==> src/rtl/reg_dump_reader.sv <==
// reg_dump_reader: walks the register file view port and streams every register over valid/ready.
// Define REG_DUMP_CHECKSUM_EN to append an XOR checksum word after the last register.
module reg_dump_reader #(
  parameter int ADDRESS_WIDTH = 5,
  parameter int DATA_WIDTH = 32
) (
  input  logic                     CLK,
  input  logic                     RST_N,
  input  logic                     start,
  input  logic                     abort,
  output logic [ADDRESS_WIDTH-1:0] view_addr,
  input  logic [DATA_WIDTH-1:0]    view_data,
  output logic                     out_valid,
  input  logic                     out_ready,
  output logic [DATA_WIDTH-1:0]    out_data,
  output logic [ADDRESS_WIDTH-1:0] out_index,
  output logic                     out_last,
  output logic                     busy,
  output logic                     done
);
`ifdef REG_DUMP_CHECKSUM_EN
  typedef enum logic [2:0] {IDLE, LOAD, SEND, CSUM, DONE} state_t;
  logic [DATA_WIDTH-1:0] acc;
`else
  typedef enum logic [1:0] {IDLE, LOAD, SEND, DONE} state_t;
`endif
  localparam logic [ADDRESS_WIDTH-1:0] MAX = '1;
  state_t state;
  logic [ADDRESS_WIDTH-1:0] addr;
  assign view_addr = addr;
  assign busy = state != IDLE;
  assign done = state == DONE;
  always_ff @(posedge CLK or negedge RST_N) begin
    if (!RST_N) begin
      state <= IDLE;
      addr <= '0;
      out_valid <= 1'b0;
      out_data <= '0;
      out_index <= '0;
      out_last <= 1'b0;
`ifdef REG_DUMP_CHECKSUM_EN
      acc <= '0;
`endif
    end else if (abort) begin
      state <= IDLE;
      out_valid <= 1'b0;
      out_last <= 1'b0;
    end else begin
      case (state)
        IDLE: if (start) begin
          addr <= '0;
`ifdef REG_DUMP_CHECKSUM_EN
          acc <= '0;
`endif
          state <= LOAD;
        end
        LOAD: begin
          out_data <= view_data;
          out_index <= addr;
          out_valid <= 1'b1;
`ifdef REG_DUMP_CHECKSUM_EN
          out_last <= 1'b0;
          acc <= acc ^ view_data;
`else
          out_last <= addr == MAX;
`endif
          state <= SEND;
        end
        SEND: if (out_ready) begin
          out_valid <= 1'b0;
          out_last <= 1'b0;
          addr <= addr == MAX ? addr : addr + 1'b1;
`ifdef REG_DUMP_CHECKSUM_EN
          state <= addr == MAX ? CSUM : LOAD;
`else
          state <= addr == MAX ? DONE : LOAD;
`endif
        end
`ifdef REG_DUMP_CHECKSUM_EN
        // first CSUM cycle loads the checksum word, later cycles wait for its handshake
        CSUM: if (!out_valid) begin
          out_data <= acc;
          out_index <= '0;
          out_last <= 1'b1;
          out_valid <= 1'b1;
        end else if (out_ready) begin
          out_valid <= 1'b0;
          out_last <= 1'b0;
          state <= DONE;
        end
`endif
        DONE: state <= IDLE;
        default: state <= IDLE;
      endcase
    end
  end
endmodule

==> config.mk <==
export PLATFORM = sky130hd
export DESIGN_NAME = reg_dump_reader
export DESIGN_NICKNAME = d
export VERILOG_FILES = /design/src/rtl/reg_dump_reader.sv
export SDC_FILE = /design/constraint.sdc
export NUM_CORES = 1
export LEC_CHECK = 0
export CORE_MARGIN = 3
export CORE_UTILIZATION = 45
export DETAILED_ROUTE_END_ITERATION = 7
export DONT_BUFFER_PORTS = 1
export PLACE_DENSITY = 0.66
export SYNTH_ARGS = -nofsm -noshare
export SYNTH_HDL_FRONTEND = slang
export SYNTH_SLANG_ARGS = --single-unit
export TNS_END_PERCENT = 100
==> constraint.sdc <==
create_clock -name CLK -period 2.4 [get_ports CLK]
set_input_delay 0.72 -clock CLK [delete_from_list [all_inputs] [get_ports CLK]]
set_output_delay 0.72 -clock CLK [all_outputs]
set_load 0.03 [all_outputs]
==> flow_metrics.env <==
export IMPL_die_area_um2=5360
export IMPL_ys_seq_area_share_pct=56.6
export IMPL_fp_dieW_um=73.2
export IMPL_cts_sinks=46
export IMPL_nFillCells=335
export IMPL_final_util_pct=52.1
export IMPL_synth_cell_types=29
export IMPL_postCtsSetupBuffers=0
export IMPL_path_class="register to register"
export IMPL_fin_cells=186
export IMPL_crit_required_ns=2.56
export IMPL_core_area_um2=4170
export IMPL_synth_warnings=0
export IMPL_ios=83
export IMPL_rows=23
export IMPL_path_max_fanout=5
export IMPL_cts_buffers=5
export IMPL_grt_ovfl_total=0
export IMPL_drtIter0Drc=33
export IMPL_first_pass_iters=4
export IMPL_grt_max_degree=47
export IMPL_syn2layout_area_growth_pct=6.89
export IMPL_syn_cell_area_um2=2030
export IMPL_synth_top_cell_by_area="dfrtp_1"
export IMPL_drc_errors=0
export IMPL_synth_cells=129
export IMPL_maxCapViolations=0
export IMPL_leakagePower_nw=0.992
export IMPL_vias=1070
export IMPL_max_freq_mhz=490
export IMPL_start_util_pct=48.8
export IMPL_start_kind="register"
export IMPL_cts_root_buf="clkbuf_8"
export IMPL_end_kind="register"
export IMPL_p_seq_share_pct=62.2
export IMPL_viasPerCell=5.75
export IMPL_cts_tree="yes"
export IMPL_dp_slack_ns=0.398
export IMPL_clk_latency_ns=0.29
export IMPL_placed_cells=178
export IMPL_final_max_slew_viol_count=0
export IMPL_routed_wl_um=3750
export IMPL_cts_path_max_buffers=2
export IMPL_drive_gt1_share_pct=36.8
export IMPL_power_density_nw_per_um2=1050
export IMPL_antenna_found_initial=0
export IMPL_final_setup_tns_ns=0
export IMPL_track_usage_pct=14.4
export IMPL_max_vdd_ir_drop_v=0.000457
export IMPL_syn_area_per_cell_um2=15.8
export IMPL_setup_slack_ns=0.361
export IMPL_max_slew_margin_rel_pct=71.6
export IMPL_status="completed"
export IMPL_grt_pass1_wl_um=5820
export IMPL_skew_ns=0.00662
export IMPL_finalCriticalPeriod_ns=2.04
export IMPL_setup_viol=0
export IMPL_diodes=0
export IMPL_rsz0062_at_grt="no"
export IMPL_place_hpwl_um=2740
export IMPL_h_tree_depth=2
export IMPL_power_switching_uw=809
export IMPL_gp_congestion=0.780
export IMPL_synth_top_cell_area_share_pct=56.6
export IMPL_final_cell_mix="dfrtp_1, mux2_4, mux2_2, nand2_1"
export IMPL_syn_num_nets=169
export IMPL_worst_pin_slew_ns=0.425
export IMPL_drtAntennaViolNets=0
export IMPL_p_int_mw=1.47
export IMPL_port_buffers=0
export IMPL_mostFrequentLayoutCell="dfrtp_1"
export IMPL_clkPwrFrac_pct=24.3
export IMPL_nets=175
export IMPL_cts_clk_slew_worst_paths_ns=0.08
export IMPL_dieHeight_um=73.2
export IMPL_hold_path_class="input port to asynchronous set/reset pin"
export IMPL_cts_hold_buf=0
export IMPL_ys_ff_latch=46
export IMPL_wl_per_cell_um=20.2
export IMPL_hold_viol_final=0
export IMPL_p_sw_share_pct=35.5
export IMPL_cts_resized=0
export IMPL_synth_area_leaders="dfrtp_1, mux2_4, mux2_2, buf_12, ha_1"
export IMPL_period_share_pct=85.0
export IMPL_arrival_ns=2.20
export IMPL_grt_pass1_vias=1198
export IMPL_combPwrFrac_pct=13.5
[metrics by stage]
step	hold WS [ns]	total power, mW	cell area (um^2)
after floorplan	0.424	1.67	2030
after global placement	0.426	1.72	2060
after detailed placement	0.426	1.74	2060
after CTS	0.100	2.31	2170
after global routing	0.0877	2.38	2170
final	0.116	2.28	2170
[cell usage after synthesis]
cell type,instances
dfrtp_1,46
mux2_4,30
mux2_2,7
nand2_1,6
inv_1,5
buf_12,3
ha_1,3
mux2i_1,3
nor2_1,3
a21oi_1,2
nand2b_1,2
or2_1,2
a2111oi_0,1
a211oi_1,1
a21boi_0,1
a21oi_2,1
a221oi_1,1
a2bb2oi_1,1
and2_1,1
and2b_1,1
and3_1,1
nand2b_4,1
nand3_1,1
nand3b_1,1
nor2_8,1
nor3_1,1
o21ai_0,1
o22ai_1,1
or2_2,1
[per-layer routing]
metal | up-vias | global-route usage [%] | share of wire, %
li1 | 456 | - | -
met4 | 0 | 4.51 | 0.51
met1 | 545 | 16.4 | 37
met5 | - | 0 | 0
met3 | 2 | 7.85 | 12
met2 | 67 | 23.0 | 51
[power by group through the flow]
stage | sequential (mW) | clock, mW | combinational, mW
after floorplan | 1.40 | 0 | 0.276
after global placement | 1.43 | 0 | 0.295
after detailed placement | 1.43 | 0 | 0.311
after CTS | 1.42 | 0.573 | 0.312
after global routing | 1.44 | 0.607 | 0.329
final | 1.42 | 0.554 | 0.308
[final timing paths]
path	from	endpoint	slack, ns	cells past startpoint
worst min-delay path	RST_N	out_index[3]$_DFFE_PN0P_	0.12	0
worst min register to register	state[1]$_DFFE_PN0P_	out_valid$_DFFE_PN0P_	0.64	1
min in group CLK	abort	state[1]$_DFFE_PN0P_	0.49	1
max in group asynchronous	RST_N	view_addr[4]$_DFFE_PN0P_	2.19	0
worst max-delay path	view_addr[1]$_DFFE_PN0P_	view_addr[2]$_DFFE_PN0P_	0.36	6
worst max register to register	view_addr[1]$_DFFE_PN0P_	view_addr[2]$_DFFE_PN0P_	0.36	6
[cell families (layout without fill, tap and decap cells)]
family | after synthesis | after routing | synth area share [%]
and+or+nand+nor | 22 | 22 | 6.70
DFF | 46 | 46 | 56.6
adders and majority gates | 3 | 3 | 1.85
AOI/OAI and AO/OA | 10 | 10 | 3.51
muxes | 40 | 40 | 27.5
buffers and inverters | 8 | 15 | 3.87
[worst max-delay path, cell delays in order, from the launching register on]
cell and delay (ns):
dfrtp_1 0.53, ha_1 0.28, and3_1 0.21, ha_1 0.17, nand3b_1 0.24, a221oi_1 0.35
o22ai_1 0.13
[registers in the layout, summed over array words and instances (netlist names)]
register,count
view_addr,5
out_data,32
state,2
out_valid,1
out_index,5
out_last,1
[final cells by class]
cell class	instances	area, um^2	area share (%)
repair buffers	2	27.5	1.27
clock inverters	2	37.5	1.73
clock buffers	6	72.6	3.34
inverters	5	18.8	0.863
multi-input cells	75	805	37.0
well taps	50	62.6	2.88
flip-flops and latches	46	1150	52.9
No activity file was read; power rests on OpenSTA's default activity.
